--- config.mk ---
export PLATFORM = sky130hd
export DESIGN_NAME = wb_port_arbiter
export DESIGN_NICKNAME = d
export VERILOG_FILES = /design/src/rtl/wb_pkg.sv /design/src/rtl/wb_decode.sv /design/src/rtl/wb_port_arbiter.sv
export SDC_FILE = /design/constraint.sdc
export NUM_CORES = 1
export LEC_CHECK = 0
export CAP_MARGIN = 20
export CORE_ASPECT_RATIO = 1.25
export CORE_MARGIN = 3
export CORE_UTILIZATION = 48
export DETAILED_ROUTE_END_ITERATION = 6
export GPL_TIMING_DRIVEN = 0
export PLACE_DENSITY_LB_ADDON = 0.05
export SYNTH_ARGS = -nofsm -noshare
export SYNTH_HDL_FRONTEND = slang
export SYNTH_SLANG_ARGS = --single-unit
--- constraint.sdc ---
create_clock -name clk -period 2.6 [get_ports clk]
set_clock_uncertainty 0.15 [all_clocks]
set_input_delay 0.39 -clock clk [delete_from_list [all_inputs] [get_ports clk]]
set_output_delay 0.39 -clock clk [all_outputs]
set_load 0.01 [all_outputs]
--- src/rtl/wb_pkg.sv ---
// Shared definitions for the register-file write-port arbiter.
//   - wb_state_e : arbiter FSM states (NORMAL, FORCE_MD)
//   - AW_DEF / NREG_DEF / DW : default address width, register count, data width
//   - R0         : index of the hardwired-zero register
//   - CNT_W      : width of the MD starvation wait counter (limit up to 15)
//   - wait_hits(): true when the wait counter would step onto its limit
package wb_pkg;

    localparam int AW_DEF   = 5;
    localparam int NREG_DEF = 32;
    localparam int DW       = 32;
    localparam int R0       = 0;
    localparam int CNT_W    = 4;

    localparam logic [CNT_W-1:0] CNT_ONE = 4'd1;

    typedef enum logic [0:0] {
        NORMAL   = 1'b0,
        FORCE_MD = 1'b1
    } wb_state_e;

    // The force decision is taken on the edge where the counter would
    // increment onto the limit, so compare the incremented value.
    function automatic logic wait_hits(input logic [CNT_W-1:0] cnt,
                                       input logic [CNT_W-1:0] limit);
        return ((cnt + CNT_ONE) == limit);
    endfunction

endpackage

--- src/rtl/wb_decode.sv ---
// Combinational register-address to one-hot write-enable decoder.
// Ports:
//   en     in  1     decode enable (a write is granted this cycle)
//   addr   in  AW    destination register
//   onehot out NREG  one-hot enable; all-zero when disabled or addr is r0
module wb_decode
    import wb_pkg::*;
#(
    parameter int AW   = AW_DEF,
    parameter int NREG = NREG_DEF
) (
    input  logic            en,
    input  logic [AW-1:0]   addr,
    output logic [NREG-1:0] onehot
);

    // One-hot decode with r0 masked off: r0 is hardwired, never written.
    always_comb begin
        onehot = '0;
        if (en && (addr != AW'(R0))) begin
            onehot[addr] = 1'b1;
        end else begin
            onehot = '0;
        end
    end

endmodule

--- src/rtl/wb_port_arbiter.sv ---
// Arbitrates the single register-file write port between the pipeline
// writeback stage (PL, fixed priority) and the multdiv completion path (MD).
// MD results wait in a one-entry hold buffer; after MD_MAX_WAIT consecutive
// lost arbitrations the FSM forces one MD grant by stalling PL for a cycle.
// Optional build macro: WB_BYPASS_EN adds byp_valid/byp_addr/byp_data.
// Ports:
//   clk, clr                   clock, synchronous active-high reset
//   pl_valid/pl_rd/pl_data     PL write request;   pl_ready = accepted
//   md_valid/md_rd/md_data     MD result;          md_ready = buffer empty
//   rf_we                      registered one-hot write enable (NREG bits)
//   rf_waddr/rf_wdata          registered write address / data
//   byp_valid/byp_addr/byp_data  (WB_BYPASS_EN) mirror of the current write
module wb_port_arbiter
    import wb_pkg::*;
#(
    parameter int MD_MAX_WAIT = 4,
    parameter int NREG        = NREG_DEF,
    parameter int AW          = AW_DEF
) (
    input  logic            clk,
    input  logic            clr,
    input  logic            pl_valid,
    input  logic [AW-1:0]   pl_rd,
    input  logic [DW-1:0]   pl_data,
    output logic            pl_ready,
    input  logic            md_valid,
    input  logic [AW-1:0]   md_rd,
    input  logic [DW-1:0]   md_data,
    output logic            md_ready,
    output logic [NREG-1:0] rf_we,
    output logic [AW-1:0]   rf_waddr,
    output logic [DW-1:0]   rf_wdata
`ifdef WB_BYPASS_EN
    ,
    output logic            byp_valid,
    output logic [AW-1:0]   byp_addr,
    output logic [DW-1:0]   byp_data
`endif
);

    localparam logic [CNT_W-1:0] MAX_WAIT = CNT_W'(MD_MAX_WAIT);

    wb_state_e         state_r;
    wb_state_e         state_s;
    logic              hold_valid_r;
    logic [AW-1:0]     hold_rd_r;
    logic [DW-1:0]     hold_data_r;
    logic [CNT_W-1:0]  wait_r;
    logic [CNT_W-1:0]  wait_s;
    logic              grant_pl_s;
    logic              grant_md_s;
    logic              grant_s;
    logic [AW-1:0]     gnt_rd_s;
    logic [DW-1:0]     gnt_data_s;
    logic [NREG-1:0]   dec_s;

    // Both handshakes depend only on registered state, never on the valids.
    assign pl_ready = (state_r == NORMAL);
    assign md_ready = !hold_valid_r;

    // Arbitration and next-state: PL first in NORMAL, buffer only in FORCE_MD.
    always_comb begin
        state_s    = state_r;
        grant_pl_s = 1'b0;
        grant_md_s = 1'b0;
        case (state_r)
            NORMAL: begin
                if (pl_valid) begin
                    grant_pl_s = 1'b1;
                end else if (hold_valid_r) begin
                    grant_md_s = 1'b1;
                end else begin
                    grant_md_s = 1'b0;
                end
                if (hold_valid_r && !grant_md_s && wait_hits(wait_r, MAX_WAIT)) begin
                    state_s = FORCE_MD;
                end else begin
                    state_s = NORMAL;
                end
            end
            FORCE_MD: begin
                grant_md_s = hold_valid_r;
                state_s    = NORMAL;
            end
            default: begin
                state_s = NORMAL;
            end
        endcase
    end

    // Starvation counter: counts consecutive losses of a buffered MD result.
    always_comb begin
        wait_s = '0;
        if (hold_valid_r && !grant_md_s) begin
            wait_s = wait_r + CNT_ONE;
        end else begin
            wait_s = '0;
        end
    end

    // Select the winning request's address and data.
    always_comb begin
        grant_s    = grant_pl_s | grant_md_s;
        gnt_rd_s   = hold_rd_r;
        gnt_data_s = hold_data_r;
        if (grant_pl_s) begin
            gnt_rd_s   = pl_rd;
            gnt_data_s = pl_data;
        end else begin
            gnt_rd_s   = hold_rd_r;
            gnt_data_s = hold_data_r;
        end
    end

    wb_decode #(
        .AW   (AW),
        .NREG (NREG)
    ) u_decode (
        .en     (grant_s),
        .addr   (gnt_rd_s),
        .onehot (dec_s)
    );

    // FSM state and wait counter registers.
    always_ff @(posedge clk) begin
        if (clr) begin
            state_r <= NORMAL;
            wait_r  <= '0;
        end else begin
            state_r <= state_s;
            wait_r  <= wait_s;
        end
    end

    // MD hold buffer: a drain and a new capture never share an edge,
    // because capture is only allowed while the buffer is already empty.
    always_ff @(posedge clk) begin
        if (clr) begin
            hold_valid_r <= 1'b0;
            hold_rd_r    <= '0;
            hold_data_r  <= '0;
        end else if (grant_md_s) begin
            hold_valid_r <= 1'b0;
        end else if (md_valid && !hold_valid_r) begin
            hold_valid_r <= 1'b1;
            hold_rd_r    <= md_rd;
            hold_data_r  <= md_data;
        end else begin
            hold_valid_r <= hold_valid_r;
        end
    end

    // Registered write port; address/data hold when nothing is granted.
    always_ff @(posedge clk) begin
        if (clr) begin
            rf_we    <= '0;
            rf_waddr <= '0;
            rf_wdata <= '0;
        end else begin
            rf_we <= dec_s;
            if (grant_s) begin
                rf_waddr <= gnt_rd_s;
                rf_wdata <= gnt_data_s;
            end else begin
                rf_waddr <= rf_waddr;
                rf_wdata <= rf_wdata;
            end
        end
    end

`ifdef WB_BYPASS_EN
    // Forwarding view of the write currently presented to the bank.
    assign byp_valid = |rf_we;
    assign byp_addr  = rf_waddr;
    assign byp_data  = rf_wdata;
`endif

endmodule

==> metrics.cfg, run 1 <==
[sta]
hold_viol_final=0
drv_slew=0
finalSetupTns_ps=0
tightest_slew_ps=893
setup_viol=0
clock.fmax_mhz=436
grt_setup_unrepaired=false
maxSlewHeadroom_pct=40.5
period_needed_ps=2290
period_share_pct=88.2

[detailed_routing]
drcViolationCount=0
vias_per_cell=5.15
drt-initial-drc-count=156
postRouteAntennaNets=0
first_pass_iters=5
routedWlPerCell_um=15.2
routed_wl_um=10900
via_count=3712

[placed_design]
gp_congestion=0.801
io_buffers=147
dp_cells=705
dp_hpwl_um=8090

[grt]
antenna_found_initial=0
grt_pass1_vias=3765
grtUsageMet2_pct=38.6
grt_usage_pct=21.9
grt_pass1_wl_um=17800
met1_usage_pct=25.2
gr-usage-met3_pct=5.63
grt_max_degree=19
grt-ovfl-total=0
grt_busiest_layer=met2

[clock_tree]
post_cts_buffers=0
cts_resized=0
root_buffer=clkbuf_8
cts_buffers=9
path_clk_slew_ps=100
h-tree-depth=3
numClockSinks=112
insertion_delay_ps=360
cts_max_path_buffers=2
postCtsHoldBufs=0
cts_tree=yes

[logic_synthesis]
synthCells=441
synth_top_area_share_pct=53.2
syn-num-nets=521
ys_seq_elements=112
synth_fa_ha_area_share_pct=0.594
ys_top_cells_by_area=dfxtp_1 53%, mux2i_1 8.3%, nand2_1 6.7%
synth_top_family_by_area=simple AND/OR/NAND/NOR gates
synth_async_sr_flop_share_pct=0
ys.warnings.count=0
synth_compound_area_share_pct=13.3
synthMuxAreaShare_pct=9.91
ys_types=36
yosys.area.top_type=dfxtp_1
ys.flop_type=dfxtp_1
synth_simple_gate_area_share_pct=17.0
synth_xor_area_share_pct=0.416
ys_seq_area_share_pct=53.2
synth_area_per_cell_sq_um=9.56
synth_area_sq_mm=0.00422
synth-edff-count=0

[die]
die_w_um=89.8
core-area_sq_mm=0.00838
die_area_sq_mm=0.00995
io_pins=149
start_util_pct=50.3
rows=37
die_h_um=111

[finish]
drive_above_1_share_pct=8.28
diodes=0
fin_nets=679
finalNonFillerCells=721
fin_util_pct=71.8
syn2layout_area_growth_pct=42.7

[worst_hold_path]
min_to=hold_data_r[8]$_SDFFE_PP0P_
holdPathStages=2
min_from=hold_data_r[8]$_SDFFE_PP0P_
hold_path.class=reg2reg

[pwr]
p_per_area_mw_per_mm2=562
ir_drop_uv=329
p_leak_nw=2.20

[setup_path]
crit_fanout=10
path_class=reg2out
cpMaxStageDelayCell=clkdlybuf4s50_1
reg2reg_to=rf_we[30]$_SDFF_PP0_
cp.required_ps=2060
startpoint_type=flop
end_kind=primary output
rrSetupSlack_ps=680
reg2reg_depth=4
reg2reg_from=state_r$_SDFF_PP0_
worstPathCellList=buf_2 > buf_2 > inv_1 > clkdlybuf4s50_1
crit_top_cell=buf_2
cpPeakStageDelay_ps=490
arrival_ps=1750

[job]
maxCapViolCount=0

[status]
outcome=completed

==> worst max-delay path, delay by kind of cell (launching register included) <==
| kind | cells | cell delay [ps] |
|---|---|---|
| DFF | 1 | 310 |
| buffers and inverters | 4 | 1060 |
==> routing by layer <==
| metal | vias to the layer above | part of all wire (%) |
|---|---|---|
| li1 | 1839 | - |
| met1 | 1713 | 41 |
| met2 | 138 | 50 |
| met3 | 22 | 6.4 |
| met4 | 0 | 2.2 |
| met5 | - | 0 |
==> cell families after synthesis <==
kind of cell / after synthesis
other cells: 1
flops: 112
simple gates: 163
mux: 40
buf+inv: 39
xor+xnor: 2
compound gates: 82
fa+ha+maj: 2
==> area by class of cell <==
class,instances,area [sq um]
Clock buffer,11,141
Multi-Input combinational cell,290,1740
Sequential cell,112,2240
Timing Repair Buffer,147,1470
Buffer,32,204
Clock inverter,5,38.8
Tap cell,117,146
Inverter,7,26.3
Fill cell,663,2370
==> placed cells by master, fill, tap and decap left out, types with 2 or more instances in the layout <==
| cell type | count |
|---|---|
| a31oi_1 | 3 |
| clkbuf_4 | 2 |
| ha_1 | 2 |
| a211oi_1 | 33 |
| and4bb_2 | 2 |
| nor2_1 | 41 |
| buf_6 | 8 |
| a32oi_1 | 3 |
| inv_1 | 7 |
| nand2b_1 | 2 |
| clkbuf_8 | 10 |
| nor3_1 | 33 |
| dfxtp_1 | 112 |
| mux2i_1 | 35 |
| clkdlybuf4s50_1 | 147 |
| mux2i_2 | 3 |
| buf_2 | 13 |
| a21oi_1 | 37 |
| nand2_1 | 75 |
| clkbuf_1 | 9 |
| nor2b_1 | 2 |
| inv_6 | 2 |
| a211oi_2 | 4 |
==> through the flow <==
| stage | power (mW) | hold slack, ps | instance area [sq um] | setup slack (ps) |
|---|---|---|---|---|
| after floorplan | 2.16 | 283 | 4220 | 1010 |
| after global placement | 2.45 | 291 | 5830 | 223 |
| after detailed placement | 2.46 | 297 | 5830 | 195 |
| after CTS | 3.39 | 312 | 6010 | 304 |
| after global routing | 3.52 | 324 | 6010 | 211 |
| final | 3.38 | 309 | 6010 | 307 |
==> power by group <==
group | total (mW) | internal, mW | switching, mW
logic | 0.572 | 0.305 | 0.267
clock network | 0.960 | 0.383 | 0.577
registers | 1.85 | 1.80 | 0.0502
total | 3.38 | 2.49 | 0.893
==> cells in the mapped netlist, drive strengths merged (2+ instances only) <==
master / instances
a211oi: 37
a21oi: 37
a31oi: 3
a32oi: 4
and4bb: 2
buf: 22
clkbuf: 10
dfxtp: 112
ha: 2
inv: 7
mux2: 2
mux2i: 38
nand2: 75
nand2b: 2
nor2: 41
nor2b: 2
nor3: 33
==> state kept, by name (all words and copies together) (netlist names) <==
signal,cells
hold_data_r,32
hold_rd_r,5
hold_valid_r,1
rf_waddr,5
rf_wdata,32
rf_we,32
state_r,1
wait_r,4
==> how the worst max path moves through the flow <==
| stage | from | endpoint | slack (ps) |
|---|---|---|---|
| detailed placement | pl_valid | rf_we[29]$_SDFF_PP0_ | 190 |
| floorplan | clr | rf_we[13]$_SDFF_PP0_ | 1010 |
| global placement | pl_valid | rf_we[6]$_SDFF_PP0_ | 220 |
| CTS | hold_valid_r$_SDFFE_PP0P_ | md_ready | 300 |
| finish | hold_valid_r$_SDFFE_PP0P_ | md_ready | 310 |
| global route | hold_valid_r$_SDFFE_PP0P_ | md_ready | 210 |
No activity file was read; power rests on OpenSTA's default activity.
==> run 2, diff against run 1 <==
--- a/config.mk
+++ b/config.mk
@@ -8,10 +8,11 @@
 export CAP_MARGIN = 20
 export CORE_ASPECT_RATIO = 1.25
 export CORE_MARGIN = 3
-export CORE_UTILIZATION = 48
+export CORE_UTILIZATION = 49
 export DETAILED_ROUTE_END_ITERATION = 6
 export GPL_TIMING_DRIVEN = 0
 export PLACE_DENSITY_LB_ADDON = 0.05
 export SYNTH_ARGS = -nofsm -noshare
 export SYNTH_HDL_FRONTEND = slang
+export SYNTH_HIERARCHICAL = 1
 export SYNTH_SLANG_ARGS = --single-unit
==> run 2 against run 1 <==
Against the previous run:
- setup slack worse by 160 ps
- synthesized area is 2.7% higher
- register-to-register slack worse by 390 ps
- fmax is 6.5% lower
- synthesized cell count is 8.2% higher
- hold slack worse by 35 ps
- sequential share of layout area is 0.75 points lower
- clock power is 1% lower
- global-route usage is 1.7 points higher
- critical path type is now in2reg
- routed wire length is 5.7% higher
- utilization is 1.1 points higher
==> metrics.cfg, run 2 <==
[sta]
clock.fmax_mhz=408  ; was 436 MHz
hold_viol_final=0  ; unchanged
period_share_pct=94.3  ; was 88.2%
finalSetupTns_ps=0  ; unchanged
setup_viol=0  ; unchanged
fin_ws_ps=148  ; was 307 ps
period_needed_ps=2450  ; was 2290 ps
grt_setup_unrepaired=false  ; unchanged
maxSlewHeadroom_pct=65.3  ; was 40.5%
drv_slew=0  ; unchanged
tightest_slew_ps=521  ; was 893 ps

[setup_path]
cp.required_ps=2750  ; was 2060 ps
arrival_ps=2600  ; was 1750 ps
end_kind=flop  ; was primary output
startpoint_type=input pin  ; was flop
crit_fanout=10  ; unchanged
worstPathCellList=clkdlybuf4s50_1 > nand2b_1 > clkbuf_4 > buf_6 > mux2_2 > or4b_1 > nor2_1 > nor2b_1  ; was buf_2 > buf_2 > inv_1 > clkdlybuf4s50_1
reg2reg_to=rf_we[2]$_SDFF_PP0_  ; was rf_we[30]$_SDFF_PP0_
reg2reg_from=state_r$_SDFF_PP0_  ; unchanged
path_class=in2reg  ; was reg2out
rrSetupSlack_ps=290  ; was 680 ps
cpMaxStageDelayCell=or4b_1  ; was clkdlybuf4s50_1
reg2reg_depth=7  ; was 4
cpPeakStageDelay_ps=590  ; was 490 ps
critical-path-top-delay-family=simple AND/OR/NAND/NOR gates  ; was buffers and inverters
critPathBufInv=3  ; was 4

[clock_tree]
post_cts_buffers=0  ; unchanged
cts_max_path_buffers=2  ; unchanged
numClockSinks=112  ; unchanged
postCtsHoldBufs=0  ; unchanged
cts_buffers=9  ; unchanged
root_buffer=clkbuf_8  ; unchanged
insertion_delay_ps=360  ; about the same
h-tree-depth=3  ; unchanged
path_clk_slew_ps=100  ; about the same
cts_resized=0  ; unchanged
cts_tree=yes  ; unchanged

[logic_synthesis]
syn-num-nets=557  ; was 521
yosys.cell_count.top_type=dfxtp_1  ; unchanged
synth_top_area_share_pct=51.8  ; was 53.2%
yosys.area.top_type=dfxtp_1  ; unchanged
ys_types=29  ; was 36
synth_area_per_cell_sq_um=9.07  ; was 9.56 sq um
ys_seq_elements=112  ; unchanged
ys_seq_area_share_pct=51.8  ; was 53.2%
synth_async_sr_flop_share_pct=0  ; unchanged
ys.flop_type=dfxtp_1  ; unchanged
ys.warnings.count=6  ; was 0
synth-edff-count=0  ; unchanged
ys_top_cells_by_area=dfxtp_1 52%, mux2i_1 8.6%, nand2_1 6.9%  ; was dfxtp_1 53%, mux2i_1 8.3%, nand2_1 6.7%
synthCells=477  ; was 441
synth_common_cells=112 x dfxtp_1, 79 x nand2_1, 72 x nor2_1  ; was 112 x dfxtp_1, 75 x nand2_1, 41 x nor2_1, 37 x a21oi_1, 35 x mux2i_1
synth_area_sq_mm=0.00433  ; was 0.00422 sq mm

[die]
io_pins=149  ; unchanged
core-area_sq_mm=0.00843  ; was 0.00838 sq mm
start_util_pct=51.4  ; was 50.3%
die_w_um=90.1  ; was 89.8 um
die_area_sq_mm=0.0100  ; was 0.00995 sq mm
die_h_um=111  ; about the same
rows=37  ; unchanged

[detailed_routing]
routedWlPerCell_um=15.3  ; was 15.2 um
first_pass_iters=4  ; was 5
vias_per_cell=5.00  ; was 5.15
via_count=3786  ; was 3,712
drcViolationCount=0  ; unchanged
routed_wl_um=11600  ; was 10,900 um
postRouteAntennaNets=0  ; unchanged
drt-initial-drc-count=132  ; was 156

[pwr]
p_per_area_mw_per_mm2=550  ; was 562 mW/mm^2
pwr-share-seq_pct=54.7  ; about the same
p_switching_uw=882  ; was 893 uW
ir_drop_uv=322  ; was 329 uV
clkPwrFrac_pct=28.2  ; was 28.4%
power_mw=3.37  ; was 3.38 mW
p_leak_nw=2.27  ; was 2.20 nW
p_int_mw=2.49  ; about the same
p_sw_share_pct=26.1  ; was 26.4%
p_comb_share_pct=17.2  ; was 16.9%

[finish]
syn2layout_area_growth_pct=41.8  ; was 42.7%
layout_common_cells=147 x clkdlybuf4s50_1, 112 x dfxtp_1, 78 x nand2_1  ; was 147 x clkdlybuf4s50_1, 112 x dfxtp_1, 75 x nand2_1
reg_top3=hold_data_r x32, rf_wdata x32, rf_we x32  ; unchanged
finalNonFillerCells=757  ; was 721
fin_nets=715  ; was 679
diodes=0  ; unchanged
drive_above_1_share_pct=6.41  ; was 8.28%
layout.area.seq_sq_mm=0.00224  ; unchanged
n_fill_cell=697  ; was 663
multi_input_area_sq_mm=0.00188  ; was 0.00174 sq mm
final_cell_area_sq_mm=0.00614  ; was 0.00601 sq mm
final_common_cell=clkdlybuf4s50_1  ; unchanged

[worst_hold_path]
holdPathStages=3  ; was 2
hold_path.class=in2reg  ; was reg2reg
min_from=clr  ; was hold_data_r[8]$_SDFFE_PP0P_
min_to=wait_r[1]$_SDFF_PP0_  ; was hold_data_r[8]$_SDFFE_PP0P_

[grt]
grt_max_degree=19  ; unchanged
grt_usage_pct=23.6  ; was 21.9%
antenna_found_initial=0  ; unchanged
grt_pass1_vias=3969  ; was 3,765
grt_pass1_wl_um=19300  ; was 17,800 um
grt-ovfl-total=0  ; unchanged

[placed_design]
dp_cells=741  ; was 705
io_buffers=147  ; unchanged
place_worst_setup_slack_ps=-372  ; was 195 ps
dp_hpwl_um=8720  ; was 8090 um
dpl_cell_area_sq_mm=0.00595  ; was 0.00583 sq mm
gp_congestion=0.798  ; was 0.801

[job]
maxCapViolCount=0  ; unchanged

[status]
outcome=completed  ; unchanged

[run 2: worst reg2reg max path, delay by kind of cell (launching register included)]
kind,cells,cell delay (ps)
buffers and inverters,2,380
flip-flops,1,350
multiplexers,1,410
AND/OR/NAND/NOR,4,960
[run 2: cell type report]
class | count | share of cell area [%]
sequential | 112 | 36.5
tap | 117 | 2.39
multi-input combinational | 324 | 30.7
inverter | 3 | 0.183
timing repair buffer | 147 | 24.0
buffer | 38 | 3.32
clock buffer | 11 | 2.30
clock inverter | 5 | 0.632
[run 2: cell families after synthesis]
| logic type | share of synthesized area, % |
|---|---|
| flops | 51.8 |
| buf+inv | 4.77 |
| fa+ha+maj | 0.578 |
| compound gates | 11.0 |
| xor+xnor | 0.607 |
| simple gates | 21.3 |
| other cells | 0.0866 |
| mux | 9.86 |
[run 2: worst max path at each step]
stage | start | slack, ps | to | cells past startpoint
CTS | pl_valid | 10 | rf_we[2]$_SDFF_PP0_ | 8
floorplan | pl_valid | 470 | rf_we[1]$_SDFF_PP0_ | 7
global route | pl_valid | 5 | rf_we[2]$_SDFF_PP0_ | 8
global placement | pl_valid | -310 | rf_we[3]$_SDFF_PP0_ | 8
finish | pl_valid | 150 | rf_we[2]$_SDFF_PP0_ | 8
detailed placement | pl_valid | -370 | rf_we[2]$_SDFF_PP0_ | 8
[run 2: layer usage]
metal	up-vias	global-route usage (%)	share of wire (%)	wire, um
met5	-	0	0	0
met4	0	10.3	2.6	299
met3	23	6.18	6.5	752
met2	114	41.3	50	5800
met1	1747	27.0	41	4720
li1	1902	-	-	-
[run 2: power groups by stage]
stage          Combinational, mW  Sequential [mW]  Clock, mW
2_1_floorplan              0.265             1.90          0
3_3_place_gp               0.566             1.88          0
3_5_place_dp               0.577             1.88          0
4_1_cts                    0.581             1.84      0.979
5_1_grt                    0.632             1.86       1.04
6_report                   0.580             1.84      0.950
[run 2: through the flow]
step	hold slack [ps]	util [%]
2_1_floorplan	286	-
3_3_place_gp	292	70.6
3_5_place_dp	296	70.6
4_1_cts	268	72.7
5_1_grt	298	72.8
6_report	275	72.8
